--- config.mk ---
export PLATFORM = sky130hd
export DESIGN_NAME = rx_lane_arb
export DESIGN_NICKNAME = d
export VERILOG_FILES = /design/src/rtl/rx_lane_arb.sv
export SDC_FILE = /design/constraint.sdc
export NUM_CORES = 1
export LEC_CHECK = 0
export CORE_ASPECT_RATIO = 1.2
export CORE_MARGIN = 4
export CORE_UTILIZATION = 50
export CTS_CLUSTER_SIZE = 12
export DETAILED_ROUTE_END_ITERATION = 6
export PLACE_DENSITY = 0.81
export SLEW_MARGIN = 20
export SYNTH_ARGS = -nofsm -noshare
export SYNTH_HDL_FRONTEND = slang
export SYNTH_SLANG_ARGS = --single-unit
export TNS_END_PERCENT = 30
--- constraint.sdc ---
create_clock -name clk -period 2.4 [get_ports clk]
set_input_delay 0.24 -clock clk [delete_from_list [all_inputs] [get_ports clk]]
set_output_delay 0.24 -clock clk [all_outputs]
set_load 0.05 [all_outputs]
--- src/rtl/rx_lane_arb.sv ---
// rx_lane_arb -- four-lane round-robin write arbiter into a double-buffered
// frame memory.
//
// Each lane holds req/last/wdata until granted. The winning lane gets a burst
// of up to BURST beats. The burst ends early on a beat with last set, or in
// the first cycle the owner drops req. Every burst is followed by one IDLE
// bubble. A frame_sync pulse is remembered until the arbiter is next in IDLE.
// Then a one-cycle SWAP flips the write bank, hands the finished bank to the
// reader, and clears all lane pointers.
//
// Ports:
//   clk, rstn          clock, asynchronous active-low reset
//   req[3:0]           per-lane write request
//   last[3:0]          per-lane end-of-line marker (qualified by req)
//   wdata[4*DW-1:0]    per-lane pixel data, lane i at [i*DW +: DW]
//   frame_sync         single-cycle frame boundary pulse
//   gnt[3:0]           one-hot grant, only while bursting
//   mem_we/addr/wdata  registered write port, addr = {wr_bank, lane, ptr}
//   wr_bank, rd_bank   bank being written / last completed bank
//   frame_done         one-cycle pulse coinciding with the bank flip
//   stat_beats         (RX_ARB_STATS_EN only) previous-frame beat count per lane
//
// Optional feature macro: RX_ARB_STATS_EN

// Per-lane write pointer, plus the optional beat counter.
module rx_lane_arb_lane #(
  parameter int PW = 14
) (
  input  logic          clk,
  input  logic          rstn,
  input  logic          inc,
  input  logic          clr,
  output logic [PW-1:0] ptr
`ifdef RX_ARB_STATS_EN
  ,
  output logic [15:0]   stat
`endif
);
  // The pointer wraps naturally at 2^PW.
  always_ff @(posedge clk or negedge rstn)
    if (!rstn)    ptr <= '0;
    else if (clr) ptr <= '0;
    else if (inc) ptr <= ptr + 1'b1;

`ifdef RX_ARB_STATS_EN
  logic [15:0] live;
  always_ff @(posedge clk or negedge rstn)
    if (!rstn) begin
      live <= '0;
      stat <= '0;
    end else if (clr) begin
      stat <= live;
      live <= '0;
    end else if (inc && live != 16'hFFFF) begin
      live <= live + 16'd1;
    end
`endif
endmodule

module rx_lane_arb #(
  parameter int DW    = 24,
  parameter int AW    = 17,
  parameter int BURST = 8
) (
  input  logic                 clk,
  input  logic                 rstn,
  input  logic [3:0]           req,
  input  logic [3:0]           last,
  input  logic [4*DW-1:0]      wdata,
  input  logic                 frame_sync,
  output logic [3:0]           gnt,
  output logic                 mem_we,
  output logic [AW-1:0]        mem_addr,
  output logic [DW-1:0]        mem_wdata,
  output logic                 wr_bank,
  output logic                 rd_bank,
  output logic                 frame_done
`ifdef RX_ARB_STATS_EN
  ,
  output logic [3:0][15:0]     stat_beats
`endif
);
  localparam int PW = AW - 3;

  typedef enum logic [1:0] {S_IDLE, S_BURST, S_SWAP} state_t;

  state_t               state, state_nx;
  logic [1:0]           owner, last_owner, pick;
  logic [7:0]           beats;
  logic                 sync_pend, any_sync, xfer, burst_end;
  logic [3:0][DW-1:0]   wd;
  logic [3:0][PW-1:0]   ptr;
  logic [3:0]           inc;

  assign wd        = wdata;
  assign any_sync  = sync_pend | frame_sync;
  assign xfer      = (state == S_BURST) && req[owner];
  assign burst_end = xfer && ((beats == 8'(BURST - 1)) || last[owner]);

  // Round-robin search from last_owner+1 upward. The loop runs downward so
  // that the nearest requesting lane is the one left in pick.
  always_comb begin
    pick = last_owner;
    for (int k = 4; k >= 1; k--)
      if (req[last_owner + 2'(k)]) pick = last_owner + 2'(k);
  end

  always_comb begin
    state_nx = state;
    gnt      = '0;
    case (state)
      S_IDLE:  if (any_sync) state_nx = S_SWAP;
               else if (|req) state_nx = S_BURST;
      S_BURST: begin
        gnt[owner] = 1'b1;
        if (!req[owner] || burst_end) state_nx = S_IDLE;
      end
      S_SWAP:  state_nx = S_IDLE;
      default: state_nx = S_IDLE;
    endcase
  end

  always_ff @(posedge clk or negedge rstn)
    if (!rstn) begin
      state      <= S_IDLE;
      owner      <= 2'd0;
      last_owner <= 2'd3;
      beats      <= '0;
      sync_pend  <= 1'b0;
      wr_bank    <= 1'b0;
      rd_bank    <= 1'b1;
      frame_done <= 1'b0;
      mem_we     <= 1'b0;
      mem_addr   <= '0;
      mem_wdata  <= '0;
    end else begin
      state      <= state_nx;
      mem_we     <= xfer;
      frame_done <= (state == S_SWAP);
      if (xfer) begin
        mem_addr  <= {wr_bank, owner, ptr[owner]};
        mem_wdata <= wd[owner];
        beats     <= beats + 8'd1;
      end
      if (state == S_IDLE && !any_sync && |req) begin
        owner      <= pick;
        last_owner <= pick;
        beats      <= '0;
      end
      // A sync landing in the SWAP cycle itself is kept for the next frame.
      if (state == S_SWAP) begin
        rd_bank   <= wr_bank;
        wr_bank   <= ~wr_bank;
        sync_pend <= frame_sync;
      end else if (frame_sync) begin
        sync_pend <= 1'b1;
      end
    end

  for (genvar i = 0; i < 4; i++) begin : g_lane
    assign inc[i] = xfer && (owner == 2'(i));
    rx_lane_arb_lane #(.PW(PW)) u_lane (
      .clk  (clk),
      .rstn (rstn),
      .inc  (inc[i]),
      .clr  (state == S_SWAP),
      .ptr  (ptr[i])
`ifdef RX_ARB_STATS_EN
      ,
      .stat (stat_beats[i])
`endif
    );
  end
endmodule

## After elaboration in Yosys (flattened, before gate mapping)

Cells that the tools add are included.

- Flip-flop bits (word level): 116
- Latch bits: 0
- RAM bits: 0
- Bits in read-only memories: 0
- Input bits: 107
- Logic and storage cells: 97
- Memories kept: 0

- Add/subtract/negate cells: 8
- $mul: 0
- Div/mod/pow operators: 0
- Magnitude comparators: 5
- Equal/unequal tests: 8
- Shifts and indexed selects: 0
- Mux-type cells: 36
- Bitwise gates (word level): 2
- Reductions and logical operators: 23

Operators with widths:

| cell | count |
|---|---|
| 14-bit 2-to-1 mux | 9 |
| 14-bit by 1-bit adder with 14-bit output, second input constant | 4 |
| 24-bit binary-select mux with 2-bit select | 1 |
| 14-bit binary-select mux with 2-bit select | 1 |
| 24-bit 2-to-1 mux | 1 |
| 8-bit 2-to-1 mux | 2 |
| 2-bit by 3-bit less-than comparator with 1-bit output, second input constant | 4 |
| 2-bit 2-to-1 mux | 6 |
| 2-bit nonzero test | 6 |
| 1-bit binary-select mux with 2-bit select | 5 |
| 1-bit logical AND | 9 |
| 8-bit by 1-bit adder with 8-bit output, second input constant | 1 |
| 8-bit by 3-bit == test with 1-bit output, second input constant | 1 |
| 1-bit 2-to-1 mux | 8 |
| 2-bit == test, second input constant | 3 |
| 2-bit adder, second input constant | 2 |
| 2-bit by 1-bit == test with 1-bit output, second input constant | 2 |
| 2-bit logical NOT | 2 |
| 4-bit 2-to-1 mux | 1 |
| 2-bit case mux with 2 select lines | 1 |
| 4-bit OR reduction | 1 |
| 3-bit != test, second input constant | 1 |
| 2-bit by 1-bit adder with 2-bit output, second input constant | 1 |
| 1-bit demux with 2-bit select | 1 |
| 7 further kinds | 9 |

## Longest topological paths before layout

- Word-level depth: 7
- Mapped depth: 8

## Cells and area by module

Synthesis repeated with hierarchy kept, for this count alone.

- Cell total of the unflattened synthesis: 522
- Area total of the unflattened synthesis: 6374.9 sq um

Modules (own cells, without submodules):

| module | times used | cells an instance | area an instance (sq um) | sequential area each (sq um) |
|---|---|---|---|---|
| rx_lane_arb | 1 | 242 | 3457.1 | 1505.2 |
| rx_lane_arb_lane | 4 | 70 | 729.4 | 350.3 |

## Worst setup path before layout

OpenSTA, ideal clock, no wires.

- Path kind: register to register
- Start: register owner[0]
- End: register g_lane[0].u_lane.ptr[13]
- Library setup time: 0.078 ns
- Data arrival time: 1.986 ns
- Slack: 0.336 ns
- Stages on the path, launching flop included: 7
- Buffers on the path: 2
- Period minus slack after synthesis: 2.064 ns
- Cell sequence: dfrtp_1 > buf_2 > or3b_4 > or4b_1 > buf_2 > or3_1 > a21oi_1

- Word-level cells in the longest chain between the ends: 5
- Elaborated cells between the ends (all ways): 6

RTL lines:

| element | line | RTL |
|---|---|---|
| start, declared | 88 | `logic [1:0] owner, last_owner, pick;` |
| start signal, assigned | 146 | `owner <= pick;` |
| 1-bit binary-select mux with 2-bit select | 97 | `assign xfer = (state == S_BURST) && req[owner];` |
| 1-bit 2-to-1 mux (implied by the code) | 97 |  |
| 1-bit logical AND | 97 |  |
| 1-bit logical AND (*) | 161 | `assign inc[i] = xfer && (owner == 2'(i));` |
| 2-bit nonzero test (no source line) (*) | - |  |
| end signal, assigned | 43 | `else if (inc) ptr <= ptr + 1'b1;` |
| end, declared | 33 | `output logic [PW-1:0] ptr` |

Every way passes the cells marked *; elsewhere a longest branch is shown, timed or not. The select of a mux whose other input is x is not followed.
A chain may end at the register's enable or synchronous reset.

## Final worst setup path

- Start: register state[0]
- End: output gnt[0]

- Word-level cells in the longest chain between the ends: 2

RTL lines:

| element | line | RTL |
|---|---|---|
| start, declared | 87 | `state_t state, state_nx;` |
| start signal, assigned | 137 | `state <= state_nx;` |
| 2-bit by 1-bit == test with 1-bit output | 111 | `case (state)` |
| 4-bit 2-to-1 mux | 111 |  |
| end, declared | 71 | `output logic [3:0] gnt,` |

Every way passes these cells.

==> out/summary.txt <==
Result of the run - completed
Vias per cell - 5.81
Max_cap viols - 0
Largest cells by area after synthesis - sky130_fd_sc_hd__dfrtp_1 (45%), sky130_fd_sc_hd__mux4_2 (14%), sky130_fd_sc_hd__nand2_1 (9.6%)
Highest ir drop seen on vdd - 573 uV
Most common cell after layout, fill and taps aside - sky130_fd_sc_hd__nand2_1
Number of global-route vias before repair - 5767
Post-synthesis net count - 740
Number of antenna violations at the first check in global routing - 0
Startpoint types - register
Row count - 44
Normalized max-slew margin - 59.8%
Number of pins with negative max-slew slack in the final report - 0
Part of the Yosys area used for sequential elements - 46.5%
Total count of hold-check failures in the final report - 0
Reg-to-reg critical path endpoint - g_lane[3].u_lane.ptr[9]
Startpoint of the worst register-to-register path - owner[1]
Worst hold-check path type - input pin to asynchronous set/reset pin
Largest incremental delay on the critical path - 560 ps
Transition time of the tightest slew-check pin - 602 ps
Internal Dissipation - 5.26 mW
Library cells used by synthesis - 50
Yosys warns - 0
Count of mapped cells out of synthesis - 628
Final standard cell utilization of the core - 71.4%
Std-Cell Core Area - 12200 um2
Antenna-violating nets left - 0
Final Routed Wirelength - 17.7 mm
Number of levels in the clock H-tree - 4
# IOs - 156
Min Clock Period, post-route - 2260 ps
Data arrival time of the critical path - 2020 ps
Remaining routing DRC violations - 0
Top cell type by total area after synthesis - sky130_fd_sc_hd__dfrtp_1
Area growth syn-to-layout - 39.0%
Number of flops mapped to enable cells by yosys - 0
DRT Pass-1 Iters - 5
Leakage power total - 3.74 nW
Switching fraction of total power - 39.2%
Post-synthesis sequential element count - 116
Number of failing setup endpoints in the final timing report - 0
Tightest hold margin - 314 ps
First DRT Iteration DRCs - 382
Worst Path Max Fanout - 11
Relative contribution of combinational cells to total power - 42.5%
Critical Path End Type - output port
Number of buffers inserted by hold repair at cts - 1
Share of flip-flops with an asynchronous set or reset - 100%
Post CTS Setup Buffer Count - 0
Power density over the cells - 996 nW/um2
Clock Sinks - 116
Number of nets at the end of the flow - 904
Inserted Diodes - 0
Global placement routability congestion - 0.865
Cell area after placement - 8120 um2
Max Fclk - 443 MHz
Avg Inst Size Synth - 9.95 um2
Placed Cells - 933
Start-to-end type of the worst setup path - register to output port
Largest net degree at the start of global routing - 44
Y dimension of the die - 130 um
Wire length of the first global-routing pass - 28.2 mm
Sum of negative setup slack - 0 ps
Post-route clock period utilization - 94.0%
CTS max path bufs - 2
Post-Route Skew - 6.61 ps
HPWL Detailed - 13.2 mm
Area fraction of the dominant cell type after synthesis - 45.2%
Chain of cells forming the critical path - or3b_2 -> buf_4 -> nor2_1 -> buf_12
Netlist area before placement - 6250 um2
Cts bufs inserted - 17
Gr usage total - 25.8%
Number of buffers and inverters on the critical path - 2
Initial core utilization - 51.4%
Vias after detailed routing - 5608
Required time of the worst setup path - 2160 ps
Grt total ovfl - 0
Die span in x - 110 um
Number of I/O port buffers - 155
Post-route cell area - 8690 um2
Proportion of layout cells with a drive suffix above 1 - 14.3%
Most frequent cells in the layout - sky130_fd_sc_hd__nand2_1 (160), sky130_fd_sc_hd__clkdlybuf4s50_1 (150), sky130_fd_sc_hd__dfrtp_1 (111)
TritonCTS clock tree - done
Minimum setup slack among reg-to-reg paths - 190 ps
CP delay by family, top - simple AND/OR/NAND/NOR gates
Length in cells of the worst reg-to-reg path - 5
Slowest cell on the critical path - sky130_fd_sc_hd__dfrtp_1
Net Switching - 3.40 mW
RSZ-0062 raised after global routing - false
Worst-Skew Late Latency - 420 ps
Clock Pin Slew Worst Setup and Hold Paths - 50 ps
Cell at the root of the clock tree - sky130_fd_sc_hd__clkbuf_16
Proportion of power drawn by flip-flops and latches - 30.2%
Clock share of power - 27.3%
Dominant synthesized flop cell - sky130_fd_sc_hd__dfrtp_1
Final routed wire length divided by cell count - 18.4 um
Die area - 14400 um2
Filler-free cell count of the finished design - 966
Count of cells resized by post-cts repair - 0
-- through the flow --
| stage | setup slack, ps | total power, mW |
|---|---|---|
| after floorplan | 336 | 5.05 |
| after global placement | 84.7 | 6.23 |
| after detailed placement | 107 | 6.33 |
| after CTS | 154 | 8.69 |
| after global routing | 41.1 | 9.07 |
| final | 143 | 8.66 |
-- how the worst max path moves through the flow --
stage / from / end / depth (start not counted)
after global routing: owner[1] / g_lane[3].u_lane.ptr[9] / 5
after detailed placement: req[0] / g_lane[0].u_lane.ptr[13] / 5
final: state[0] / gnt[0] / 4
after global placement: req[0] / g_lane[0].u_lane.ptr[13] / 5
after CTS: state[0] / gnt[0] / 4
after floorplan: owner[0] / g_lane[0].u_lane.ptr[13] / 6
-- synthesized netlist by cell type (all sizes together), types with 2 or more instances --
library cell	number
nand3	25
nor3b	2
o311ai	3
ha	5
xor2	9
nand2b	4
o211ai	4
nor4	9
or2	2
nand4b	2
clkbuf	27
a21o	2
mux4	38
nand4	9
or3b	2
nand3b	4
or3	9
dfrtp	113
a31oi	3
a21oi	20
and3	3
buf	12
a31o	3
xnor2	23
o31ai	5
nand2	160
a41o	2
mux2i	11
inv	12
or4	6
o21ai	18
dfstp	3
nor2	47
and4	2
o41ai	3
nor3	15
-- power groups by stage --
stage | Combinational (mW) | Sequential [mW] | Clock (mW)
floorplan | 1.53 | 3.52 | 0
global placement | 3.62 | 2.61 | 0
detailed placement | 3.69 | 2.64 | 0
CTS | 3.71 | 2.60 | 2.38
global route | 3.92 | 2.66 | 2.49
finish | 3.68 | 2.61 | 2.36
-- kinds of logic (layout without fill, tap and decap cells) --
kind of cell,after synthesis,after routing,share of synthesized area (%)
and+or+nand+nor,305,305,22.2
DFF,116,116,46.5
AOI/OAI and AO/OA,69,69,7.09
buffers and inverters,52,229,3.28
muxes,49,49,15.5
xor gates and xnor gates,32,32,4.48
adders and majority gates,5,5,1.00
-- layout make-up --
class | instances | area [um2]
Sequential cell | 116 | 2910
Timing Repair Buffer | 184 | 1830
Multi-Input combinational cell | 460 | 3140
Clock buffer | 22 | 474
Tap cell | 161 | 201
Fill cell | 860 | 3480
Inverter | 13 | 48.8
Clock inverter | 10 | 81.3
-- registers in the layout, indices dropped and copies added, names as in the netlist --
register           count
wr_bank                1
sync_pend              1
mem_addr              17
last_owner             2
frame_done             1
mem_we                 1
mem_wdata             24
state                  2
beats                  8
owner                  2
rd_bank                1
g_lane.u_lane.ptr     56
-- routing by layer --
layer | wire, um | GRT usage (%) | share of wire, % | up-vias
met4 | 682 | 12.2 | 3.8 | 0
met5 | 0 | 0 | 0 | -
met3 | 1130 | 6.29 | 6.4 | 52
met2 | 9310 | 45.5 | 52 | 224
li1 | - | - | - | 2562
met1 | 6610 | 29.1 | 37 | 2770
(Power assumes the default switching activity.)
